<file path="config.mk">
export PLATFORM = sky130hd
export DESIGN_NAME = value_change_logger
export DESIGN_NICKNAME = d
export VERILOG_FILES = /design/src/rtl/value_change_logger.sv
export SDC_FILE = /design/constraint.sdc
export NUM_CORES = 1
export LEC_CHECK = 0
export BUFFER_PORTS_ARGS = -buffer_cell sky130_fd_sc_hd__buf_2
export CORE_ASPECT_RATIO = 0.5
export CORE_MARGIN = 2
export CORE_UTILIZATION = 45
export CTS_CLUSTER_SIZE = 40
export DETAILED_ROUTE_END_ITERATION = 8
export PLACE_DENSITY = 0.61
export SETUP_SLACK_MARGIN = 0.1
export SLEW_MARGIN = 20
export SYNTH_ARGS = -nofsm -noshare
export SYNTH_HDL_FRONTEND = slang
export SYNTH_SLANG_ARGS = --single-unit
</file>
<file path="constraint.sdc">
create_clock -name clk -period 10.9 [get_ports clk]
set_clock_uncertainty 0.15 [all_clocks]
set_input_delay 2.18 -clock clk [delete_from_list [all_inputs] [get_ports clk]]
set_output_delay 2.18 -clock clk [all_outputs]
set_load 0.02 [all_outputs]
</file>
<file path="src/rtl/value_change_logger.sv">
// value_change_logger: timestamps every change of in_data into a first-word-fall-through event FIFO.
// Defining VALUE_CHANGE_LOGGER_DROP_CNT_EN adds a saturating drop_cnt output.
module value_change_logger #(
    parameter int DATA_W = 8,
    parameter int TS_W   = 16,
    parameter int DEPTH  = 8
) (
    input  logic                    clk,
    input  logic                    rst_n,
    input  logic                    en,
    input  logic [DATA_W-1:0]       in_data,
    input  logic                    clr_ovf,
    output logic                    out_valid,
    input  logic                    out_ready,
    output logic [DATA_W-1:0]       out_data,
    output logic [TS_W-1:0]         out_ts,
    output logic [$clog2(DEPTH):0]  count,
`ifdef VALUE_CHANGE_LOGGER_DROP_CNT_EN
    output logic [7:0]              drop_cnt,
`endif
    output logic                    overflow
);
    localparam int AW = $clog2(DEPTH);
    localparam int CW = AW + 1;
    localparam logic [CW-1:0] FULL_C = CW'(DEPTH);

    logic [TS_W-1:0]   ts_q, ts_d;
    logic [DATA_W-1:0] prev_q, prev_d;
    logic              armed_q, armed_d;
    logic [AW-1:0]     wr_ptr_q, wr_ptr_d;
    logic [AW-1:0]     rd_ptr_q, rd_ptr_d;
    logic [CW-1:0]     count_q, count_d;
    logic              overflow_q, overflow_d;
    logic [DATA_W-1:0] mem_data_q [DEPTH];
    logic [TS_W-1:0]   mem_ts_q   [DEPTH];

    logic log_s, full_s, pop_s, push_s, drop_s;

    // Event detection and FIFO handshake decode; a pop frees the slot a full-FIFO push needs.
    always_comb begin
        log_s  = en && (!armed_q || (in_data != prev_q));
        full_s = (count_q == FULL_C);
        pop_s  = (count_q != {CW{1'b0}}) && out_ready;
        push_s = log_s && (!full_s || pop_s);
        drop_s = log_s && full_s && !pop_s;
    end

    // Next-state for timestamp, sample history, pointers, occupancy and sticky overflow.
    always_comb begin
        ts_d       = ts_q;
        prev_d     = prev_q;
        armed_d    = armed_q;
        wr_ptr_d   = wr_ptr_q;
        rd_ptr_d   = rd_ptr_q;
        count_d    = count_q;
        overflow_d = overflow_q;
        if (en) begin
            ts_d    = ts_q + TS_W'(1);
            prev_d  = in_data;
            armed_d = 1'b1;
        end else begin
            ts_d    = ts_q;
        end
        if (push_s) begin
            wr_ptr_d = wr_ptr_q + AW'(1);
        end else begin
            wr_ptr_d = wr_ptr_q;
        end
        if (pop_s) begin
            rd_ptr_d = rd_ptr_q + AW'(1);
        end else begin
            rd_ptr_d = rd_ptr_q;
        end
        if (push_s && !pop_s) begin
            count_d = count_q + CW'(1);
        end else if (pop_s && !push_s) begin
            count_d = count_q - CW'(1);
        end else begin
            count_d = count_q;
        end
        if (drop_s) begin
            overflow_d = 1'b1;
        end else if (clr_ovf) begin
            overflow_d = 1'b0;
        end else begin
            overflow_d = overflow_q;
        end
    end

    // Control state registers with asynchronous reset.
    always_ff @(posedge clk or negedge rst_n) begin
        if (!rst_n) begin
            ts_q       <= {TS_W{1'b0}};
            prev_q     <= {DATA_W{1'b0}};
            armed_q    <= 1'b0;
            wr_ptr_q   <= {AW{1'b0}};
            rd_ptr_q   <= {AW{1'b0}};
            count_q    <= {CW{1'b0}};
            overflow_q <= 1'b0;
        end else begin
            ts_q       <= ts_d;
            prev_q     <= prev_d;
            armed_q    <= armed_d;
            wr_ptr_q   <= wr_ptr_d;
            rd_ptr_q   <= rd_ptr_d;
            count_q    <= count_d;
            overflow_q <= overflow_d;
        end
    end

    // Event storage; contents are only meaningful below count, so no reset is needed.
    always_ff @(posedge clk) begin
        if (push_s) begin
            mem_data_q[wr_ptr_q] <= in_data;
            mem_ts_q[wr_ptr_q]   <= ts_q;
        end
    end

    assign out_valid = (count_q != {CW{1'b0}});
    assign out_data  = mem_data_q[rd_ptr_q];
    assign out_ts    = mem_ts_q[rd_ptr_q];
    assign count     = count_q;
    assign overflow  = overflow_q;

`ifdef VALUE_CHANGE_LOGGER_DROP_CNT_EN
    logic [7:0] drop_cnt_q, drop_cnt_d;

    // Saturating drop counter; a drop in the same cycle as clr_ovf still counts.
    always_comb begin
        drop_cnt_d = drop_cnt_q;
        if (drop_s) begin
            if (drop_cnt_q != 8'hFF) begin
                drop_cnt_d = drop_cnt_q + 8'd1;
            end else begin
                drop_cnt_d = drop_cnt_q;
            end
        end else if (clr_ovf) begin
            drop_cnt_d = 8'd0;
        end else begin
            drop_cnt_d = drop_cnt_q;
        end
    end

    // Drop counter register.
    always_ff @(posedge clk or negedge rst_n) begin
        if (!rst_n) begin
            drop_cnt_q <= 8'd0;
        end else begin
            drop_cnt_q <= drop_cnt_d;
        end
    end

    assign drop_cnt = drop_cnt_q;
`endif

endmodule
</file>
==> results of run 1 <==
## worst max-delay path by stage
stage / end / slack (ns) / depth (start not counted) / startpoint
finish: out_ts[11] / 5.96 / 4 / rd_ptr_q[0]
global route: out_ts[11] / 5.82 / 4 / rd_ptr_q[0]
floorplan: mem_data_q[2][0] / 4.95 / 5 / en
detailed placement: count[3] / 5.73 / 12 / in_data[5]
CTS: out_ts[11] / 5.76 / 3 / rd_ptr_q[0]
global placement: count[3] / 5.50 / 12 / in_data[5]
## routing by layer
metal  wire length [um]  vias up  GRT usage (%)
met5                  0        -              0
met4                369        0           4.30
met3                457       28           2.60
met2               7540       55           24.1
met1               8140     2195           25.0
li1                   -     1836              -
## cells by family after synthesis
family                     count (synthesis)  synth area share (%)
and+or+nand+nor                           45                  2.70
AOI/OAI and AO/OA                          7                 0.542
xor gates and xnor gates                  30                  2.92
muxes                                     85                  17.1
buffers and inverters                     25                  1.63
adders and majority gates                  7                  1.06
DFF                                      228                  74.1
## cell type report
class                      instances  area, sq um  area share [%]
tap                              266          333            3.23
timing repair buffer              54          313            3.04
sequential                       228         6670            64.8
inverter                           5         18.8           0.182
multi-input combinational        174         2260            22.0
clock buffer                      26          544            5.28
clock inverter                    11          156            1.52
## synthesized netlist by cell type (all sizes together)
| cell | instances |
|---|---|
| or2 | 1 |
| nor4bb | 1 |
| clkbuf | 3 |
| nor2 | 6 |
| nand2b | 1 |
| xor2 | 5 |
| o21ai | 1 |
| mux2i | 1 |
| o31a | 1 |
| o311ai | 1 |
| o22ai | 1 |
| o31ai | 1 |
| nand2 | 10 |
| nor4b | 3 |
| nand3 | 8 |
| nand3b | 1 |
| and3 | 2 |
| inv | 5 |
| or4 | 1 |
| nor4 | 1 |
| and4 | 1 |
| mux2 | 36 |
| nor3 | 4 |
| buf | 17 |
| edfxtp | 192 |
| a21oi | 1 |
| mux4 | 48 |
| ha | 6 |
| dfrtp | 36 |
| a21o | 1 |
| fa | 1 |
| xnor2 | 25 |
| nand4 | 4 |
| or3 | 1 |
## where the power goes
group          internal, mW  switching (mW)  total, mW
clock                 0.450           0.302      0.752
sequential             1.12           0.130       1.25
combinational         0.414           0.433      0.847
total                  1.99           0.865       2.85
## state kept, by name, summed over array words and instances, names as in the netlist
name and count:
count 4, overflow 1, ts_q 16, mem_data_q 64
mem_ts_q 128, armed_q 1, prev_q 8, wr_ptr_q 3
rd_ptr_q 3
## through the flow
step	util [%]	total power, mW
6_report	52.7	2.85
2_1_floorplan	-	1.88
3_3_place_gp	48.9	2.11
3_5_place_dp	49.0	2.13
5_1_grt	52.7	2.99
4_1_cts	52.5	2.88
## cells in the final DEF (no fill, tap or decap), types with 5 or more instances in the layout
cell type | netlist | layout
buf_4 | 1 | 11
xor2_1 | 5 | 5
inv_1 | 5 | 5
edfxtp_1 | 192 | 192
nand2_1 | 10 | 10
mux4_2 | 48 | 48
clkinv_2 | 0 | 5
clkbuf_16 | 0 | 21
xnor2_1 | 25 | 25
dfrtp_1 | 36 | 34
clkbuf_1 | 3 | 5
nand3_1 | 8 | 8
ha_1 | 6 | 6
buf_2 | 7 | 42
mux2_4 | 10 | 10
mux2_2 | 26 | 26
==> flow_summary.toml, run 1 <==
[global_route]
antenna_found_initial = 0
grt.total_usage_pct = 16.2
grt_max_degree = 51
grt.overflow.total = 0
grt_first_pass_wirelength_um = 25800
grt_pass1_vias = 4272

[yosys]
syn-cell-area_sq_um = 9000
avgSynthCellArea_sq_um = 21.1
synthDistinctLibCells = 39
synthTopCellsByArea = "edfxtp_1 (64%), mux4_2 (12%), dfrtp_1 (10%)"
synth_cells = 427
seq_area_frac_synth_pct = 74.1
yosysTopAreaCell = "edfxtp_1"
synth_top_area_share_pct = 64.1
synth_nets = 447
synth_warnings = 0
yosys_register_bits = 228

[pwr]
ir_drop_uv = 171
leakage_nw = 3.56
power_density_nw_per_um2 = 277

[min_path]
hold_end = "armed_q"
min_path_type = "reg2reg"
hold_path_depth = 1
min-delay-start = "armed_q"

[run]
max-cap-violations = 0

[die]
die_w_um = 204
floorplan.rows = 36
coreArea_sq_um = 19500
die_h_um = 104
initial_core_util_pct = 46.0
num_io_pins = 43
dieArea_sq_um = 21200

[cells_and_area]
nNetsFinal = 504
final_cells = 764
drive_above_1_share_pct = 36.3
stdcell_area_sq_um = 10300
num-fill-cells = 1581
syn_to_final_growth_pct = 14.5
antenna_cells = 0

[sta]
period_needed_ns = 4.94
finalSetupTns_ns = 0
maxSlewHeadroom_pct = 31.9
rsz0062_at_grt = "false"
worstMarginPinSlew_ns = 1.01
finalSetupViolCount = 0
fmax_mhz = 203
whs_ns = 0.336
setup_ws_ns = 5.96
fin_crit_sh_pct = 45.3
slew_violations = 0
finalHoldViolCount = 0

[detailed_routing]
dr.pass1.iters = 4
drt_iter0_markers = 302
route.vias.total = 4114
ant_nets = 0
drc = 0
viasPerCell = 5.38
wl_um = 16500
post_drt_wl_per_cell_um = 21.6

[placement]
dp_slack_ns = 5.73
place.detailed.hpwl_um = 9770
place_congestion = 0.697
portBuffers = 42
dpl_cell_area_sq_um = 9570
placedCellCount = 726

[setup_path]
start_kind = "register"
cp_data_required_time_ns = 8.57
rrSetupSlack_ns = 7.67
crit_path_top_delay_cell = "dfrtp_4"
r2r_end = "count[3]"
crit_path_end_kind = "output pin"
worst-path-buf-inv = 2
cp_max_fo = 27
critPathArrivalTime_ns = 2.61
r2r-start = "prev_q[5]"
critical_path_class = "reg2out"
crit_chain = "buf_12, mux4_2, mux2_2, buf_2"
r2r_cells = 11
critPathTopFamily = "multiplexers"
slowest_delay_ns = 0.77

[clock_tree]
clk_pin_slew_ns = 0.06
post_cts_buffers = 0
cts_resized = 0
cts_inserted_buffers = 21
cts_root_buffer = "clkbuf_16"
htreeDepth = 1
cts_tree = "done"
cts_sinks = 228
cts_hold_buf = 0
clk-insertion-delay-late_ns = 0.49
cts_max_path_buffers = 3

[status]
status = "finished, final reports clean"
(Power assumes the default switching activity.)
==> run 2, diff against run 1 <==
==> constraint.sdc (replaced) <==
create_clock -name clk -period 5 [get_ports clk]
set_clock_uncertainty 0.15 [all_clocks]
set_input_delay 1 -clock clk [delete_from_list [all_inputs] [get_ports clk]]
set_output_delay 1 -clock clk [all_outputs]
set_load 0.02 [all_outputs]
==> run 2 against run 1 <==
Net effect: register-to-register slack lost 5.8 ns; cell count grew 0.92%; sequential share of layout area grew 0.52 points; critical path depth is the same; critical endpoint is now out_ts[12]; largest power group unchanged.
==> flow_summary.toml, run 2 (synthesized netlist as in run 1, its figures left out) <==
[status]
status = "finished, final reports clean"

[detailed_routing]
dr.pass1.iters = 4
route.vias.total = 4119
wl_um = 16500
drc = 0
ant_nets = 0
post_drt_wl_per_cell_um = 21.4
viasPerCell = 5.34
drt_iter0_markers = 322

[clock_tree]
cts_inserted_buffers = 21
cts_max_path_buffers = 3
cts_sinks = 228
cts_hold_buf = 0
cts_root_buffer = "clkbuf_16"
htreeDepth = 1
clk-insertion-delay-late_ns = 0.49
cts_resized = 0
cts_tree = "done"
post_cts_buffers = 0
clk_pin_slew_ns = 0.06

[cells_and_area]
final_cell_mix = "edfxtp_1 (192), mux4_2 (48), buf_2 (42)"
final_cells = 771
top_regs = "mem_ts_q: 128 flops, mem_data_q: 64 flops, ts_q: 16 flops"
drive_above_1_share_pct = 36.2
top_register = "mem_ts_q"
nNetsFinal = 510
syn_to_final_growth_pct = 13.6
largest_reg_flops = 128
antenna_cells = 0
final_common_cell = "edfxtp_1"

[placement]
place_congestion = 0.701
place.detailed.hpwl_um = 10300
placedCellCount = 733
portBuffers = 42

[die]
coreArea_sq_um = 19500
floorplan.rows = 36
num_io_pins = 43
die_h_um = 104
die_w_um = 204
dieArea_sq_um = 21200
initial_core_util_pct = 46.0

[setup_path]
critical_path_class = "reg2out"
crit_path_end_kind = "output pin"
crit_path_top_delay_cell = "dfrtp_4"
cp_max_fo = 35
start_kind = "register"
cp_data_required_time_ns = 3.85
critPathArrivalTime_ns = 2.74
slowest_delay_ns = 0.91
crit_chain = "buf_4, mux4_2, mux2_2, buf_2"

[global_route]
grt_first_pass_wirelength_um = 25500
grt.overflow.total = 0
antenna_found_initial = 0
grt_max_degree = 37
grt.total_usage_pct = 16.1
grt_pass1_vias = 4200

[sta]
fin_crit_sh_pct = 77.8
slew_violations = 0
period_needed_ns = 3.89
maxSlewHeadroom_pct = 36.0
worstMarginPinSlew_ns = 0.952
rsz0062_at_grt = "false"
finalHoldViolCount = 0
finalSetupViolCount = 0
whs_ns = 0.323
finalSetupTns_ns = 0
fmax_mhz = 257

[pwr]
power_density_nw_per_um2 = 589
p_total_mw = 6.02
leakage_nw = 3.53
ir_drop_uv = 261

[min_path]
min_path_type = "reg2reg"

[run]
max-cap-violations = 0
[run 2: per-layer routing]
| metal | track usage (%) | vias up | share of wire, % |
|---|---|---|---|
| met4 | 3.11 | 0 | 1.4 |
| met1 | 24.4 | 2181 | 48 |
| li1 | - | 1848 | - |
| met3 | 3.07 | 20 | 4.2 |
| met5 | 0 | - | 0 |
| met2 | 24.5 | 70 | 47 |
[run 2: critical path: cells and delay by family (launching register included)]
family / cells / cell delay [ns]
multiplexers: 2 / 0.83
buffers and inverters: 2 / 0.51
flip-flops: 1 / 0.91
[run 2: power by group]
group	internal [mW]	switching, mW
combinational	0.904	0.884
sequential	2.45	0.338
clock	0.797	0.644
total	4.15	1.87
[run 2: final timing paths]
check | cells after the start | slack, ns | from | end
worst max-delay path | 4 | 1.11 | rd_ptr_q[0] | out_ts[12]
worst min-delay path | 1 | 0.32 | armed_q | armed_q
worst max register to register | 12 | 1.85 | count[0] | count[3]
worst min register to register | 1 | 0.32 | armed_q | armed_q
max in group asynchronous | 1 | 3.57 | rst_n | rd_ptr_q[0]
min in group asynchronous | 1 | 0.48 | rst_n | ts_q[10]
[run 2: layout make-up]
cell class / instances / area (sq um)
inverter: 5 / 18.8
tap: 266 / 333
sequential: 228 / 6670
clock buffer: 31 / 573
timing repair buffer: 60 / 345
multi-input combinational: 174 / 2240
fill: 1552 / 9330
clock inverter: 7 / 36.3
[run 2: per-stage QoR]
stage | setup WS [ns] | instance area (sq um) | util [%]
5_1_grt | 0.917 | 10200 | 52.3
2_1_floorplan | 0.226 | 9000 | -
6_report | 1.11 | 10200 | 52.3
3_3_place_gp | 1.38 | 9610 | 49.1
3_5_place_dp | 1.32 | 9610 | 49.1
4_1_cts | 1.02 | 10200 | 52.3
